**src/rtl/alu_cmd_issuer.sv**
```systemverilog
// Command issuer for a combinational ALU: latches a command, waits one settle
// cycle, captures the ALU result plus flags into a small result FIFO.
module alu_cmd_issuer #(
    parameter int unsigned BITS  = 8,
    parameter int unsigned DEPTH = 4
) (
    input  logic                       i_clk,
    input  logic                       i_rst,
    input  logic                       i_cmd_valid,
    output logic                       o_cmd_ready,
    input  logic [BITS-1:0]            i_cmd_a,
    input  logic [BITS-1:0]            i_cmd_b,
    input  logic [1:0]                 i_cmd_op,
    output logic [BITS-1:0]            o_alu_a,
    output logic [BITS-1:0]            o_alu_b,
    output logic [1:0]                 o_alu_op,
    input  logic [BITS-1:0]            i_alu_out,
    input  logic                       i_alu_carry,
    input  logic                       i_alu_err,
    input  logic                       i_alu_even,
    input  logic                       i_alu_single,
    output logic                       o_res_valid,
    input  logic                       i_res_ready,
    output logic [BITS-1:0]            o_res_data,
    output logic [1:0]                 o_res_op,
    output logic [3:0]                 o_res_flags,
    output logic                       o_busy,
    output logic [$clog2(DEPTH):0]     o_res_count,
    output logic [7:0]                 o_err_cnt
);

    localparam int unsigned AW = $clog2(DEPTH);
    localparam int unsigned CW = AW + 1;
    localparam int unsigned EW = BITS + 6;

    typedef enum logic [1:0] {IDLE, ISSUE, CAPTURE} state_t;

    state_t          state_q, state_d;
    logic [BITS-1:0] alu_a_q, alu_a_d;
    logic [BITS-1:0] alu_b_q, alu_b_d;
    logic [1:0]      alu_op_q, alu_op_d;
    logic [EW-1:0]   mem_q [DEPTH];
    logic [EW-1:0]   mem_d [DEPTH];
    logic [AW-1:0]   wr_ptr_q, wr_ptr_d;
    logic [AW-1:0]   rd_ptr_q, rd_ptr_d;
    logic [CW-1:0]   count_q, count_d;
    logic [7:0]      err_cnt_q, err_cnt_d;

    logic            accept_c;
    logic            pop_c;
    logic            wr_c;
    logic [EW-1:0]   head_c;

    assign o_cmd_ready = (state_q == IDLE) && (count_q < CW'(DEPTH));
    assign o_res_valid = (count_q != '0);
    assign accept_c    = i_cmd_valid & o_cmd_ready;
    assign pop_c       = o_res_valid & i_res_ready;
    assign wr_c        = (state_q == CAPTURE);
    assign head_c      = mem_q[rd_ptr_q];

    // Head entry is masked to zero whenever the FIFO is empty
    assign o_res_data  = o_res_valid ? head_c[EW-1 -: BITS] : '0;
    assign o_res_op    = o_res_valid ? head_c[5:4] : 2'b00;
    assign o_res_flags = o_res_valid ? head_c[3:0] : 4'b0000;
    assign o_busy      = (state_q != IDLE);
    assign o_res_count = count_q;
    assign o_err_cnt   = err_cnt_q;
    assign o_alu_a     = alu_a_q;
    assign o_alu_b     = alu_b_q;
    assign o_alu_op    = alu_op_q;

    // Next-state, operand latch and FIFO update
    always_comb begin
        state_d   = state_q;
        alu_a_d   = alu_a_q;
        alu_b_d   = alu_b_q;
        alu_op_d  = alu_op_q;
        mem_d     = mem_q;
        wr_ptr_d  = wr_ptr_q;
        rd_ptr_d  = rd_ptr_q;
        count_d   = count_q;
        err_cnt_d = err_cnt_q;

        case (state_q)
            IDLE: begin
                if (accept_c) begin
                    alu_a_d  = i_cmd_a;
                    alu_b_d  = i_cmd_b;
                    alu_op_d = i_cmd_op;
                    state_d  = ISSUE;
                end
            end
            ISSUE:   state_d = CAPTURE;
            CAPTURE: state_d = IDLE;
            default: state_d = IDLE;
        endcase

        if (wr_c) begin
            mem_d[wr_ptr_q] = {i_alu_out, alu_op_q, i_alu_carry, i_alu_err,
                               i_alu_even, i_alu_single};
            wr_ptr_d = wr_ptr_q + AW'(1);
            if (i_alu_err && (err_cnt_q != 8'hFF)) begin
                err_cnt_d = err_cnt_q + 8'd1;
            end
        end

        if (pop_c) begin
            rd_ptr_d = rd_ptr_q + AW'(1);
        end

        if (wr_c && !pop_c) begin
            count_d = count_q + CW'(1);
        end else if (pop_c && !wr_c) begin
            count_d = count_q - CW'(1);
        end
    end

    always_ff @(posedge i_clk or posedge i_rst) begin
        if (i_rst) begin
            state_q   <= IDLE;
            alu_a_q   <= '0;
            alu_b_q   <= '0;
            alu_op_q  <= 2'b00;
            mem_q     <= '{default: '0};
            wr_ptr_q  <= '0;
            rd_ptr_q  <= '0;
            count_q   <= '0;
            err_cnt_q <= 8'h00;
        end else begin
            state_q   <= state_d;
            alu_a_q   <= alu_a_d;
            alu_b_q   <= alu_b_d;
            alu_op_q  <= alu_op_d;
            mem_q     <= mem_d;
            wr_ptr_q  <= wr_ptr_d;
            rd_ptr_q  <= rd_ptr_d;
            count_q   <= count_d;
            err_cnt_q <= err_cnt_d;
        end
    end

endmodule

```
**config.mk**
```make
export PLATFORM = sky130hd
export DESIGN_NAME = alu_cmd_issuer
export DESIGN_NICKNAME = d
export VERILOG_FILES = /design/src/rtl/alu_cmd_issuer.sv
export SDC_FILE = /design/constraint.sdc
export NUM_CORES = 1
export LEC_CHECK = 0
export CORE_UTILIZATION = 29
export CTS_BUF_LIST = sky130_fd_sc_hd__clkbuf_16
export DETAILED_ROUTE_END_ITERATION = 7
export PLACE_DENSITY_LB_ADDON = 0.25
export SYNTH_ARGS = -nofsm -noshare
export SYNTH_HDL_FRONTEND = slang
export SYNTH_SLANG_ARGS = --single-unit
```
**constraint.sdc**
```tcl
create_clock -name i_clk -period 7.8 [get_ports i_clk]
set_input_delay 0.78 -clock i_clk [delete_from_list [all_inputs] [get_ports i_clk]]
set_output_delay 0.78 -clock i_clk [all_outputs]
set_load 0.01 [all_outputs]
```
==> results.ini <==
[timing]
max_freq_mhz=296
skew_ns=0.00719
hold_violations=0
finalCritPeriodShare=0.433
worstMarginPinSlew_ns=1.03
setup-tns-final_ns=0
max-slew-margin-rel=0.310
finalCriticalPeriod_ns=3.38
setup_viol=0
rsz0062_at_grt=false
drv_slew=0

[clock_tree]
cts.sinks=91
cts_inserted_buffers=9
clock_latency_ns=0.33
cts_tree=built
clkTransAtPathRegs_ns=0.06
postCtsSetupBuffers=0
clockBufferDepth=2
cts_hold_buffers=0
cts.repair.resized=0
cts-root-buf=clkbuf_16
htree_levels=3

[die]
core_mm2=0.0139
die_area_mm2=0.0147
die_x_um=121
io_pins=80
initial_core_util=0.298
die_y_um=121
rows=43

[yosys]
synth-edff-count=0
syn_area_mm2=0.00414
synthesis.nets=306
ys.flop_type=dfrtp_1
syn_area_per_cell_um2=15.6
ys_types=30
synth_top_area_frac=0.551
yosys_warnings=0
ys_seq_area_frac=0.551
async_reset_ff_frac=1.00
yosys.area.top_type=dfrtp_1
synthCells=265
synth_seq_cells=91
synth_most_common_cell=dfrtp_1
synthTopCellsByCount=dfrtp_1 (91), mux2_2 (70), and2_1 (14), mux4_2 (14), mux2_4 (9)
post_synth_main_area_contributors=dfrtp_1 (55%), mux2_2 (19%), mux4_2 (7.6%), mux2_4 (3.3%), and2_1 (2.1%)

[run]
cap_viol_max_count=0

[cells_and_area]
finalNetCount=384
stdcell_count=528
diodes=0
regArea_mm2=0.00228
layout-drive-gt1-share=0.333
multi_input_area_mm2=0.00171
syn2layout_area_growth_pct=28.0
nFillCells=1347

[global_routing]
grt_use_total=0.126
grt_pass1_vias=2596
grt_pass1_wl_um=13800
overflow=0
grt_antenna_before_repair=0
grt_max_degree=81

[power]
ir_drop_mv=0.185
p_per_area_mw_per_mm2=429
power_mw=2.27
leakagePower_nw=2.23

[critical_path]
cp-end-kind=output pin
cp_max_fo=16
crit_type=reg -> out
regToRegSetupSlack_ns=5.30
reg2reg_to=o_res_count[2]
crit_required_ns=7.02
arrival_ns=2.60
rr_worst_depth=8
r2r_start=o_res_count[0]
path_cells=mux4_2 -> and2_1 -> clkdlybuf4s50_1
max_stage_delay_ns=1.00
crit_path_start_kind=flop
cp_slowest_cell=dfrtp_1

[min_path]
hold_end=state_q[1]
whs_path_depth=1
min_from=state_q[1]
hp-class=reg -> reg

[placed_design]
io_buffers=79
dpl.hpwl_um=5380
dp_cells=512
gp_congestion=0.755

[drt]
route.detailed.drc=0
initialDrtViolationCount=134
vias_per_cell=4.55
num_vias=2405
ant_nets=0
wl_um=8430
first_pass_iters=4
wl_per_cell_um=16.0

[status]
status=completed

## flip-flops by register name, summed over array words and instances, names as in the netlist
signal       count
wr_ptr_q         2
o_res_count      3
state_q          2
rd_ptr_q         2
o_err_cnt        8
o_alu_a          8
o_alu_b          8
o_alu_op         2
mem_q           56
## per-layer routing
metal  global-route usage  vias up  share of wire
met1                0.160     1239           0.46
met3               0.0489        5          0.068
met2                0.196       65           0.47
met4               0.0394        0         0.0095
met5                    0        -              0
li1                     -     1096              -
## worst max-delay path: cells and delay by family (launching register included)
family        cells  cell delay, ns
flops             1            1.00
simple gates      1            0.17
buf+inv           1            0.51
mux               1            0.59
## report_power, final
group	internal, mW	total (mW)	switching, mW
Combinational	0.666	1.00	0.339
Clock	0.212	0.385	0.173
Sequential	0.702	0.881	0.179
Total	1.58	2.27	0.691
## cells by family after synthesis
| family | count (synthesis) | synth area share |
|---|---|---|
| flops | 91 | 0.551 |
| compound gates | 2 | 0.00242 |
| simple gates | 44 | 0.0678 |
| fa+ha+maj | 7 | 0.0230 |
| mux | 93 | 0.299 |
| buf+inv | 18 | 0.0357 |
| xor+xnor | 10 | 0.0212 |
## layout make-up
type	count	area share
clock buffers	9	0.0425
clock inverters	7	0.00709
inverters	5	0.00378
multi-input cells	156	0.323
flip-flops and latches	91	0.430
well taps	180	0.0425
repair buffers	80	0.151
## cell usage in the layout (no fill, tap or decap), drive strengths merged, types with 6 or more instances in the layout
cell type and instances:
dfrtp 91, ha 6, mux4 14, and2 15, clkdlybuf4s50 79, nand2 8
nor2 6, mux2 79, clkbuf 9, inv 6
## worst max-delay path by stage
stage	end	cells past startpoint	slack [ns]	startpoint
after global routing	o_res_op[1]	3	4.25	rd_ptr_q[0]
after detailed placement	o_res_op[1]	3	4.71	rd_ptr_q[0]
after floorplan	mem_q[0]	1	4.66	i_rst
final	o_res_op[1]	3	4.42	rd_ptr_q[0]
after global placement	o_res_op[1]	3	4.71	rd_ptr_q[0]
after CTS	o_res_op[1]	3	4.32	rd_ptr_q[0]
## metrics by stage
step / hold slack, ns / utilization / instance area (um2) / setup slack [ns]
floorplan: 0.432 / - / 4140 / 4.66
global route: 0.494 / 0.381 / 5300 / 4.25
finish: 0.468 / 0.381 / 5300 / 4.42
global placement: 0.451 / 0.363 / 5030 / 4.71
CTS: 0.472 / 0.381 / 5300 / 4.32
detailed placement: 0.462 / 0.363 / 5030 / 4.71
Power figures use the tool's default switching activity.
